--- src/rtl/instr_encode_loader.sv ---
// Instruction encoder/loader: packs {iden, opcode, address} into 16-bit words
// and writes them to consecutive program-memory addresses through a write/ack port.
module instr_encode_loader #(
  parameter int unsigned MEM_DEPTH  = 256,   // must be <= 256 (8-bit address)
  parameter logic [7:0]  START_ADDR = 8'h00
) (
  input  logic        clk,
  input  logic        rst_n,
  input  logic        clear,
  input  logic        in_valid,
  output logic        in_ready,
  input  logic [1:0]  in_iden,
  input  logic [3:0]  in_opcode,
  input  logic [7:0]  in_address,
  input  logic        in_last,
  output logic        mem_we,
  output logic [7:0]  mem_addr,
  output logic [15:0] mem_wdata,
  input  logic        mem_ack,
  output logic        done,
  output logic        full,
  output logic [8:0]  word_count
);

  typedef enum logic [1:0] {
    ST_IDLE,
    ST_WRITE,
    ST_DONE
  } state_t;

  localparam logic [8:0] DEPTH_W = 9'(MEM_DEPTH);

  state_t     state;
  logic [7:0] ptr;
  logic       last_q;
  logic [8:0] count_next;

  assign count_next = word_count + 9'd1;

  // NOTE: all state and outputs update with non-blocking assignments in one
  // clocked process, so every output is a flop and reads see pre-edge values.
  always_ff @(posedge clk) begin
    if (!rst_n) begin
      state      <= ST_IDLE;
      ptr        <= START_ADDR;
      last_q     <= 1'b0;
      in_ready   <= 1'b1;
      mem_we     <= 1'b0;
      mem_addr   <= START_ADDR;
      mem_wdata  <= '0;
      done       <= 1'b0;
      full       <= 1'b0;
      word_count <= '0;
    end else begin
      case (state)
        ST_IDLE: begin
          // A restart takes priority over a new field triple in the same cycle.
          if (clear) begin
            ptr        <= START_ADDR;
            mem_addr   <= START_ADDR;
            word_count <= '0;
            done       <= 1'b0;
            full       <= 1'b0;
            in_ready   <= 1'b1;
          end else if (in_valid && in_ready) begin
            mem_wdata <= {2'b00, in_iden, in_opcode, in_address};
            last_q    <= in_last;
            mem_we    <= 1'b1;
            mem_addr  <= ptr;
            in_ready  <= 1'b0;
            state     <= ST_WRITE;
          end
        end

        ST_WRITE: begin
          // clear is deliberately ignored here so the in-flight write completes.
          if (mem_ack) begin
            mem_we     <= 1'b0;
            word_count <= count_next;
            if (count_next == DEPTH_W) begin
              // Pointer is held rather than incremented so it can never wrap.
              full  <= 1'b1;
              done  <= 1'b1;
              state <= ST_DONE;
            end else begin
              ptr <= ptr + 8'd1;
              if (last_q) begin
                done  <= 1'b1;
                state <= ST_DONE;
              end else begin
                in_ready <= 1'b1;
                state    <= ST_IDLE;
              end
            end
          end
        end

        ST_DONE: begin
          if (clear) begin
            ptr        <= START_ADDR;
            mem_addr   <= START_ADDR;
            word_count <= '0;
            done       <= 1'b0;
            full       <= 1'b0;
            in_ready   <= 1'b1;
            state      <= ST_IDLE;
          end
        end

        default: begin
          in_ready <= 1'b1;
          mem_we   <= 1'b0;
          state    <= ST_IDLE;
        end
      endcase
    end
  end

endmodule

--- config.mk ---
export PLATFORM = sky130hd
export DESIGN_NAME = instr_encode_loader
export DESIGN_NICKNAME = d
export VERILOG_FILES = /design/src/rtl/instr_encode_loader.sv
export SDC_FILE = /design/constraint.sdc
export NUM_CORES = 1
export LEC_CHECK = 0
export BUFFER_PORTS_ARGS = -buffer_cell sky130_fd_sc_hd__buf_2
export CAP_MARGIN = 40
export CELL_PAD_IN_SITES_DETAIL_PLACEMENT = 0
export CELL_PAD_IN_SITES_GLOBAL_PLACEMENT = 2
export CORE_MARGIN = 5
export CORE_UTILIZATION = 29
export CTS_CLUSTER_SIZE = 25
export DETAILED_ROUTE_END_ITERATION = 6
export PLACE_DENSITY = 0.78
export SLEW_MARGIN = 5
export SYNTH_ARGS = -nofsm -noshare
export SYNTH_HDL_FRONTEND = slang
export SYNTH_SLANG_ARGS = --single-unit
--- constraint.sdc ---
create_clock -name clk -period 2.4 [get_ports clk]
set_input_delay 0.12 -clock clk [delete_from_list [all_inputs] [get_ports clk]]
set_output_delay 0.12 -clock clk [all_outputs]
set_load 0.02 [all_outputs]
# Word-level counts from Yosys, hierarchy flattened
# Cells that the tools add are included.
[totals]
regBits = 46
latchBits = 0
mem_bits_rw = 0
rom_bits = 0
inputBits = 20
word_cells = 77
memories = 0
[op_classes]
add_sub_neg = 2
n_mul = 0
div_mod_pow = 0
magnitude_cmp = 0
eq_ne = 13
n_shift = 0
mux = 36
n_bitwise = 2
reduce_logical = 14
[op_table]
columns = ["operator", "n"]
rows = [
  ["$mux 8", 5],
  ["$pmux 8 s2", 2],
  ["$reduce_and 4->1", 5],
  ["$mux 9", 2],
  ["$pmux 9 s2", 1],
  ["$mux 1", 15],
  ["$ne 2x2->1 const B", 7],
  ["$mux 2", 6],
  ["$add 9x1->9 const B", 1],
  ["$eq 9x9->1 const B", 1],
  ["$reduce_and 3->1", 3],
  ["$add 8x1->8 const B", 1],
  ["$ne 3x3->1 const B", 2],
  ["$pmux 1 s3", 2],
  ["$pmux 2 s3", 1],
  ["$reduce_and 5->1", 1],
  ["$pmux 1 s2", 2],
  ["$reduce_bool 2->1", 2],
  ["$eq 2x1->1 const B", 1],
  ["$eq 2x2->1 const B", 1],
  ["$logic_not 2->1", 1],
  ["$ne 2x1->1 const B", 1],
  ["$not 1->1", 2],
  ["$reduce_or 2->1", 1],
  ["$logic_and 1x1->1", 1],
]

# Depth between registers and ports, before layout
# Gate-level depths: netlist of run 1.
[depth]
word_depth = 5
ltp_mapped = 9
ltp_nobuf = 7

# Worst setup path after synthesis of run 1
# OpenSTA, ideal clock, no wires.
[synth_timing]
path_kind = "flip-flop to flip-flop"
start = "reg word_count[0]"
end = "reg in_ready"
setup_ns = 0.082
arrival_time_ns = 2.060
t_required_ns = 2.318
slack_ns = 0.258
stages_incl_launch_ff = 9
n_path_buf = 1
cell_sequence = "dfxtp_1 ha_1 buf_2 and3_1 mux2i_1 a21oi_2 nor2_1 or4b_1 o2111ai_1"
[synth_between]
elab_chain_len = 4
[synth_lines]
columns = ["item", "line", "text"]
rows = [
  ["start, declared", "22", "output logic [8:0] word_count"],
  ["start signal, assigned", "79", "word_count <= count_next;"],
  ["$add 9x1->9", "38", "assign count_next = word_count + 9'd1;"],
  ["$eq 9x9->1", "80", "if (count_next == DEPTH_W) begin"],
  ["$ne 2x2->1 (no source line)", "-", ""],
  ["$reduce_and 5->1 (no source line)", "-", ""],
  ["end signal, assigned", "47", "in_ready <= 1'b1;"],
  ["end signal, assigned", "91", "in_ready <= 1'b1;"],
  ["end signal, assigned", "105", "in_ready <= 1'b1;"],
  ["end, declared", "11", "output logic in_ready,"],
]
# No other way between the ends.
# A chain may end at the register's enable or synchronous reset.

# Worst setup path in the final report of run 1
[layout_timing]
start = "reg word_count[0]"
end = "reg ptr[7]"
[layout_between]
elab_chain_len = 4
[layout_lines]
columns = ["item", "line", "text"]
rows = [
  ["$add 9x1->9", "38", ""],
  ["$eq 9x9->1", "80", ""],
  ["$ne 2x2->1 (no source line)", "-", ""],
  ["$reduce_and 4->1 (no source line)", "-", ""],
  ["end signal, assigned", "86", "ptr <= ptr + 8'd1;"],
  ["end, declared", "34", "logic [7:0] ptr;"],
]
# No other way between the ends.

==> results.sh, run 1 <==
export IMPL_synth_top_cell_by_area="dfxtp_1"
export IMPL_dieWidth_um=95.64
export IMPL_worstHoldStart="in_address[2]"
export IMPL_dr_pass1_iters=5
export IMPL_cpPeakStageDelay_ns=0.46
export IMPL_max_freq_mhz=453.5
export IMPL_clk_pin_slew_worst_paths_ns=0.10
export IMPL_final_cell_mix="nand2_1, buf_2, dfxtp_1"
export IMPL_hpwl_mm=3.965
export IMPL_rsz0062_at_grt="false"
export IMPL_wl_mm=5.479
export IMPL_cp_slowest_cell="or4_1"
export IMPL_drv_cap=0
export IMPL_tightest_slew_ns=0.6456
export IMPL_synth_warnings=0
export IMPL_synth_mux_area_share_pct=1.412
export IMPL_status="finished clean"
export IMPL_ys_flop_type="dfxtp_1"
export IMPL_grtUsageMet2_pct=20.03
export IMPL_cts_buffers=5
export IMPL_grt_pass1_vias=1870
export IMPL_synth_adder_area_share_pct=1.765
export IMPL_htree_levels=2
export IMPL_setup_tns_ns=0
export IMPL_diodes=0
export IMPL_path_cells="ha_1, and3_1, mux2i_1, a21oi_2, o31ai_4, buf_4, or4_1, a21oi_1"
export IMPL_hold_depth=3
export IMPL_final_common_cell="nand2_1"
export IMPL_crit_path_max_fanout=14
export IMPL_p_per_area_nw_per_um2=566.3
export IMPL_top_usage_layer="met2"
export IMPL_antenna_left=0
export IMPL_synthTopCellsByArea="dfxtp_1, nand2_1, a21oi_1"
export IMPL_relSlewSlack_pct=56.84
export IMPL_drcViolationCount=0
export IMPL_syn2layout_area_growth_pct=20.12
export IMPL_clock_sinks=46
export IMPL_netlist_area_um2=2127
export IMPL_setup_viol=0
export IMPL_arrival_ns=2.44
export IMPL_cts_resized=0
export IMPL_grt_max_degree=29
export IMPL_period_needed_ns=2.205
export IMPL_grt_use_met3_pct=3.315
export IMPL_synth_area_per_cell_um2=7.849
export IMPL_port_buffers=54
export IMPL_grt_pass1_wl_mm=8.859
export IMPL_grt_remaining_overflow=0
export IMPL_vias_per_cell=4.759
export IMPL_wire_per_inst_um=13.08
export IMPL_use_met1_pct=15.52
export IMPL_cts_hold_buf=0
export IMPL_async_reset_ff_share_pct=0
export IMPL_grt_antenna_before_repair=0
export IMPL_drt_iter0_markers=55
export IMPL_p_total_mw=1.447
export IMPL_drive_gt1_share_pct=22.81
export IMPL_synth_top_cell_area_share_pct=43.29
export IMPL_fin_skew_ns=0.006478
export IMPL_r2r_end="ptr[7]$_SDFFE_PN0P_"
export IMPL_reg2regPathDepth=8
export IMPL_cts_tree="yes"
export IMPL_ys_ff_latch=46
export IMPL_start_util_pct=29.48
export IMPL_synth_xor_area_share_pct=0.4118
export IMPL_cts_root_buf="clkbuf_8"
export IMPL_cts_path_max_buffers=2
export IMPL_fp_dieArea_um2=9147
export IMPL_yosys_area_share_simple_pct=27.47
export IMPL_end_kind="flop"
export IMPL_r2r_start="word_count[0]$_SDFFE_PN0P_"
export IMPL_leakage_nw=1.023
export IMPL_gp_congestion=0.7541
export IMPL_critPathKind="reg -> reg"
export IMPL_io_pins=57
export IMPL_drv_slew=0
export IMPL_start_kind="flop"
export IMPL_setup_worst_path_end="ptr[7]$_SDFFE_PN0P_"
export IMPL_post_route_period_util_pct=91.88
export IMPL_grt_usage_pct=12.23
export IMPL_route_vias_total=1994
export IMPL_netlist_instances=271
export IMPL_post_cts_buffers=0
export IMPL_clk_latency_ns=0.30
export IMPL_fin_nets=342
export IMPL_ir_drop_v=0.0002366
export IMPL_synth_seq_area_share_pct=43.29
export IMPL_dieHeight_um=95.64
export IMPL_hold_class="in -> reg"
export IMPL_startpoint="word_count[0]$_SDFFE_PN0P_"
export IMPL_core_um2=7214
export IMPL_synth_top_family_by_area="simple AND/OR/NAND/NOR gates"
export IMPL_finalHoldViolCount=0
export IMPL_ys_types=43
export IMPL_cp_required_ns=2.64
export IMPL_synth_edf_count=0
export IMPL_ff2ff_setup_slack_ns=0.19
export IMPL_fp_row_count=31
export IMPL_synth_compound_area_share_pct=20.24
## report_power, final
group          switching, mW  total, mW  internal (mW)  leakage [nW]
registers             0.0122      0.794          0.782         0.373
logic                  0.105      0.157         0.0518         0.609
clock network          0.287      0.496          0.209        0.0408
total                  0.405       1.45           1.04          1.02
## final cells by class
type | instances | area [µm²]
Multi-Input combinational cell | 204 | 1099
Clock buffer | 5 | 68.82
Inverter | 3 | 11.26
Timing Repair Buffer | 59 | 307.8
Fill cell | 826 | 4659
Sequential cell | 46 | 920.9
Tap cell | 99 | 123.9
Clock inverter | 3 | 23.77
## through the flow
stage / util (%) / hold slack (ns) / setup slack (ns) / area, µm² / instances
final: 35.41 / 0.04315 / 0.1948 / 2555 / 419
after global routing: 35.41 / 0.03632 / 0.03840 / 2555 / 419
after CTS: 35.41 / 0.02834 / 0.1914 / 2555 / 419
after global placement: 34.13 / 0.3618 / 0.2756 / 2462 / 411
after detailed placement: 34.13 / 0.3646 / 0.2261 / 2462 / 411
after floorplan: - / 0.2560 / 0.2582 / 2131 / 272
## layer usage
layer / vias to the layer above / wire (µm)
met5: - / 0
met2: 41 / 2674
met1: 912 / 2460
met4: 0 / 61
li1: 1037 / -
met3: 4 / 283
## Yosys cell counts, types with 4 or more instances
cell type   n
a21oi_1    39
a31oi_1     4
and3_1      5
buf_2       5
clkbuf_1   10
dfxtp_1    46
nand2_1    56
nand3_1    17
nor2_1     15
nor2b_1     7
o21ai_0    12
or3_1       4
## logic make-up (layout without fill, tap and decap cells)
logic type / count (synthesis) / in the layout
adders and majority gates: 3 / 3
xor gates and xnor gates: 1 / 1
muxes: 3 / 3
other: 1 / 2
DFF: 46 / 46
AOI/OAI and AO/OA: 72 / 72
and+or+nand+nor: 123 / 123
buffers and inverters: 22 / 70
## flip-flops by register name, indices dropped and copies added (netlist names)
name        count
done            1
ptr             8
mem_addr        8
word_count      9
full            1
mem_wdata      14
in_ready        1
state           2
mem_we          1
last_q          1
## worst max-delay path, delay by kind of cell (launching register included)
family                     cells  cell delay, ns
DFF                            1            0.35
and+or+nand+nor                2            0.72
buffers and inverters          1            0.18
adders and majority gates      1            0.32
muxes                          1            0.10
AOI/OAI and AO/OA              3            0.47
## how the worst min path moves through the flow
stage | to | slack, ns
final | mem_wdata[2]$_SDFFE_PN0P_ | 0.04
after global routing | mem_wdata[4]$_SDFFE_PN0P_ | 0.04
after CTS | mem_wdata[2]$_SDFFE_PN0P_ | 0.03
after detailed placement | mem_wdata[2]$_SDFFE_PN0P_ | 0.36
after global placement | mem_wdata[4]$_SDFFE_PN0P_ | 0.36
after floorplan | last_q$_SDFFE_PN0P_ | 0.26
Power figures use the tool's default switching activity.
==> run 2: changes to the inputs <==
Settings changed: BUFFER_PORTS_ARGS -buffer_cell sky130_fd_sc_hd__buf_2 to -buffer_cell sky130_fd_sc_hd__clkbuf_2, SETUP_SLACK_MARGIN from default to 0.5.
==> run 2 against run 1 <==
Utilization is 1.9 points higher. Clock skew shrank 0.0011 ns. Combinational power up 6%. Hold slack lost 0.0074 ns. Final area up 5.2%. Global-route usage increased by 0.70 points. Cell count grew 1.4%. Critical endpoint unchanged. Largest power group unchanged.
==> results.sh, run 2 (synthesis results as in run 1) <==
export IMPL_vias_per_cell=4.746
export IMPL_htree_levels=2
export IMPL_met3RoutedLength_um=371
export IMPL_clock_sinks=46
export IMPL_cp_required_ns=2.63
export IMPL_cts_root_buf="clkbuf_8"
export IMPL_cts_path_max_buffers=2
export IMPL_grt_usage_pct=12.93
export IMPL_clk_latency_ns=0.30
export IMPL_fillers=780
export IMPL_max_freq_mhz=499.9
export IMPL_grt_max_degree=29
export IMPL_gp_congestion=0.7618
export IMPL_post_route_period_util_pct=83.35
export IMPL_fp_dieArea_um2=9147
export IMPL_dr_pass1_iters=4
export IMPL_setup_viol=0
export IMPL_wl_met2_mm=2.585
export IMPL_start_kind="flop"
export IMPL_start_util_pct=29.48
export IMPL_period_needed_ns=2.000
export IMPL_hpwl_mm=3.898
export IMPL_grt_remaining_overflow=0
export IMPL_seqCellArea_um2=939.7
export IMPL_cts_tree="yes"
export IMPL_syn2layout_area_growth_pct=26.41
export IMPL_dpl_worst_slack_ns=0.3261
export IMPL_drv_cap=0
export IMPL_top_regs="mem_wdata x14, word_count x9"
export IMPL_setup_tns_ns=0
export IMPL_grt_pass1_wl_mm=9.273
export IMPL_io_pins=57
export IMPL_fin_skew_ns=0.005347
export IMPL_grt_pass1_vias=1985
export IMPL_top_layer_used="met4"
export IMPL_port_buffers=54
export IMPL_leakage_nw=1.043
export IMPL_end_kind="flop"
export IMPL_final_cell_mix="nand2_1, clkbuf_2, dfxtp_1"
export IMPL_arrival_ns=2.23
export IMPL_drive_gt1_share_pct=29.14
export IMPL_tightest_slew_ns=0.6274
export IMPL_dieWidth_um=95.64
export IMPL_drv_slew=0
export IMPL_p_per_area_nw_per_um2=540.8
export IMPL_antenna_left=0
export IMPL_met1_length_mm=2.647
export IMPL_rsz0062_at_grt="true"
export IMPL_hold_class="in -> reg"
export IMPL_wire_per_inst_um=13.35
export IMPL_cts_buffers=5
export IMPL_core_um2=7214
export IMPL_fin_nets=348
export IMPL_clk_pin_slew_worst_paths_ns=0.09
export IMPL_largest_reg_flops=14
export IMPL_wl_mm=5.674
export IMPL_diodes=0
export IMPL_grt_antenna_before_repair=0
export IMPL_final_common_cell="nand2_1"
export IMPL_regMostFlops="mem_wdata"
export IMPL_relSlewSlack_pct=58.06
export IMPL_crit_path_max_fanout=7
export IMPL_setup_ws_ns=0.3995
export IMPL_dieHeight_um=95.64
export IMPL_drt_iter0_markers=61
export IMPL_timing_hold_ws_ns=0.03574
export IMPL_finalHoldViolCount=0
export IMPL_status="finished clean"
export IMPL_critPathKind="reg -> reg"
export IMPL_fp_row_count=31
export IMPL_drcViolationCount=0
export IMPL_ir_drop_v=0.0002768
export IMPL_route_vias_total=2017
export IMPL_multi_input_area_um2=1174
## run 2: cell count changes in the layout (fill, tap and decap cells not counted), moves of 3 or more
| cell | previous run | this run |
|---|---|---|
| clkbuf_2 | 0 | 54 |
| buf_2 | 54 | 0 |
| dfxtp_1 | 46 | 39 |
| dfxtp_4 | 0 | 4 |
| buf_4 | 5 | 9 |
| dfxtp_2 | 0 | 3 |
## run 2: final cells by class
cell class / instances / share of cell area (%)
Inverter: 3 / 0.4188
Clock buffer: 7 / 3.211
Timing Repair Buffer: 64 / 12.98
Multi-Input combinational cell: 205 / 43.65
Tap cell: 99 / 4.607
Sequential cell: 46 / 34.95
Clock inverter: 1 / 0.1861
## run 2: final timing paths
kind                              startpoint                         end  slack [ns]  depth (start not counted)
setup / recovery  word_count[0]$_SDFFE_PN0P_         ptr[7]$_SDFFE_PN0P_        0.40                          7
hold / removal                  in_opcode[2]  mem_wdata[10]$_SDFFE_PN0P_        0.04                          3
setup reg to reg  word_count[0]$_SDFFE_PN0P_         ptr[7]$_SDFFE_PN0P_        0.40                          7
hold reg to reg   mem_wdata[11]$_SDFFE_PN0P_  mem_wdata[11]$_SDFFE_PN0P_        0.46                          2
## run 2: critical path, stage by stage, from the launching register on
cell and delay, ns:
dfxtp_4 0.38, ha_4 0.18, and3_4 0.19, mux2i_1 0.12, a21oi_2 0.28, o31ai_4 0.15, or4_4 0.51, a21oi_2 0.13
## run 2: repair_timing
item | in CTS | in global routing
resized for setup | 6 | 6
setup buffers | 8 | 0
pin swaps | 10 | 3
endpoints found under the setup margin | 10 | 14
cloned | 1 | 0
hold buffers | 0 | 0
## run 2: stage by stage
stage | utilization (%) | instance area [µm²] | power, mW | instances
2_1_floorplan | - | 2185 | 0.9124 | 272
3_3_place_gp | 34.29 | 2474 | 0.9666 | 408
3_5_place_dp | 34.29 | 2474 | 0.9665 | 408
4_1_cts | 36.91 | 2663 | 1.484 | 425
5_1_grt | 37.27 | 2689 | 1.529 | 425
6_report | 37.27 | 2689 | 1.454 | 425
## run 2: power breakdown
group	internal (mW)	total, mW	switching (mW)
sequential	0.777	0.791	0.0131
combinational	0.0569	0.166	0.109
clock	0.233	0.497	0.264
## run 2: metal layers
metal / GRT usage, % / vias up
met2: 20.50 / 47
met5: 0 / -
met4: 4.147 / 0
met1: 16.34 / 915
li1: - / 1048
met3: 4.578 / 7
==> run 3: changes to the inputs <==
Settings changed: CORE_UTILIZATION 29 to 26, PLACE_DENSITY 0.78 to 0.74.
Clock period 2.4 ns to 1.7 ns, I/O delays scaled along.
==> run 3 against run 2 <==
The run now ends with setup timing left. Routed wire length increased by 22%. Clock power increased by 53%. Cell count increased by 15%. Maximum frequency increased by 2.7%. Total power increased by 58%. Utilization increased by 7.9 points. Via count increased by 16%. Global-route usage increased by 0.92 points.
==> results.sh, run 3 (synthesis results as in run 1) <==
export IMPL_worstHoldStart="in_address[0]"
export IMPL_critPathKind="reg -> reg"
export IMPL_finalHoldViolCount=0
export IMPL_drive_gt1_share_pct=54.55
export IMPL_cp_required_ns=1.94
export IMPL_diodes=0
export IMPL_finish_utilization_pct=45.19
export IMPL_grt_usage_pct=13.85
export IMPL_timing_hold_ws_ns=0.01312
export IMPL_core_um2=8093
export IMPL_grt_remaining_overflow=0
export IMPL_wire_per_inst_um=14.10
export IMPL_cts_tree="yes"
export IMPL_tightest_slew_ns=0.7111
export IMPL_fin_nets=407
export IMPL_dieWidth_um=100.5
export IMPL_cts_buffers=5
export IMPL_violations="setup timing"
export IMPL_end_kind="flop"
export IMPL_relSlewSlack_pct=52.53
export IMPL_grt_pass1_wl_mm=11.42
export IMPL_clk_latency_ns=0.30
export IMPL_clk_pin_slew_worst_paths_ns=0.09
export IMPL_setup_tns_ns=-2.293
export IMPL_wl_met2_mm=3.297
export IMPL_start_util_pct=26.28
export IMPL_placed_area_um2=2793
export IMPL_drcViolationCount=0
export IMPL_dr_pass1_iters=5
export IMPL_regMostFlops="mem_wdata"
export IMPL_met1_length_mm=3.196
export IMPL_port_buffers=54
export IMPL_startpoint="word_count[0]$_SDFFE_PN0P_"
export IMPL_top_layer_used="met4"
export IMPL_ir_drop_v=0.0004279
export IMPL_hold_class="in -> reg"
export IMPL_p_per_area_nw_per_um2=629.9
export IMPL_htree_levels=2
export IMPL_final_area_um2=3657
export IMPL_post_route_period_util_pct=114.6
export IMPL_dieHeight_um=100.5
export IMPL_fp_dieArea_um2=10090
export IMPL_arrival_ns=2.18
export IMPL_setup_ws_ns=-0.2476
export IMPL_largest_reg_flops=14
export IMPL_p_total_mw=2.304
export IMPL_grt_antenna_before_repair=0
export IMPL_drv_cap=0
export IMPL_met3RoutedLength_um=348
export IMPL_drv_slew=0
export IMPL_period_needed_ns=1.948
export IMPL_cts_path_max_buffers=2
export IMPL_fin_skew_ns=0.006858
export IMPL_r2r_start="word_count[0]$_SDFFE_PN0P_"
export IMPL_start_kind="flop"
export IMPL_cts_root_buf="clkbuf_8"
export IMPL_antenna_left=0
export IMPL_clock_sinks=46
export IMPL_hpwl_mm=4.474
export IMPL_max_freq_mhz=513.5
export IMPL_top_regs="mem_wdata x14, word_count x9"
export IMPL_status="complete, but fails checks"
export IMPL_drt_iter0_markers=67
export IMPL_route_vias_total=2331
export IMPL_syn2layout_area_growth_pct=71.94
export IMPL_crit_path_max_fanout=8
export IMPL_vias_per_cell=4.757
export IMPL_grt_pass1_vias=2314
export IMPL_rsz0062_at_grt="true"
export IMPL_final_common_cell="clkbuf_2"
export IMPL_leakage_nw=1.509
export IMPL_grt_max_degree=29
export IMPL_gp_congestion=0.7311
export IMPL_fp_row_count=33
export IMPL_final_cell_mix="clkbuf_2, dfxtp_1, nand2_1, buf_4, a21oi_2"
export IMPL_wl_mm=6.910
export IMPL_io_pins=57
export IMPL_setup_viol=12
==> run 3: worst paths after layout <==
path / cells after the start / endpoint / slack, ns
max: 8 / ptr[5]$_SDFFE_PN0P_ / -0.25
min: 3 / mem_wdata[0]$_SDFFE_PN0P_ / 0.01
max reg2reg: 8 / ptr[5]$_SDFFE_PN0P_ / -0.25
min reg2reg: 2 / mem_addr[3]$_SDFFE_PN0P_ / 0.46
==> run 3: what timing repair did <==
action                                  4_1_cts  5_1_grt
cloned                                        4        0
hold buffers                                 12        0
pin swaps                                    19       26
hold endpoints to repair                     12        0
buffers inserted                             12        5
endpoints found under the setup margin       44       47
resized for setup                            60       69
==> run 3: area by class of cell <==
class / count / area (µm²)
Inverter: 3 / 11.26
Clock inverter: 1 / 8.758
Multi-Input combinational cell: 205 / 1494
Fill cell: 809 / 4436
Timing Repair Buffer: 123 / 962.2
Sequential cell: 46 / 953.4
Tap cell: 105 / 131.4
Clock buffer: 7 / 96.34
==> run 3: worst max-delay path: stages (launching register included) <==
cell     delay (ns)
dfxtp_4        0.38
ha_4           0.18
and3_4         0.19
mux2i_2        0.16
a21oi_4        0.19
o31ai_4        0.10
buf_6          0.14
or4_1          0.39
a21oi_1        0.15
==> run 3: stage by stage <==
step,setup slack (ns),instances
finish,-0.2476,490
CTS,-0.2902,485
global placement,-0.2494,449
floorplan,-0.2844,272
detailed placement,-0.2684,449
global route,-0.3947,490
==> run 3: per-layer routing <==
metal,up-vias,track usage [%]
met5,-,0
met4,0,3.834
met3,9,3.460
met2,54,23.70
met1,1096,17.26
li1,1172,-
==> run 3: power breakdown <==
part           internal (mW)  leakage (nW)  switching, mW
combinational          0.201          1.07          0.229
sequential              1.09         0.379         0.0197
clock                  0.373        0.0544          0.388
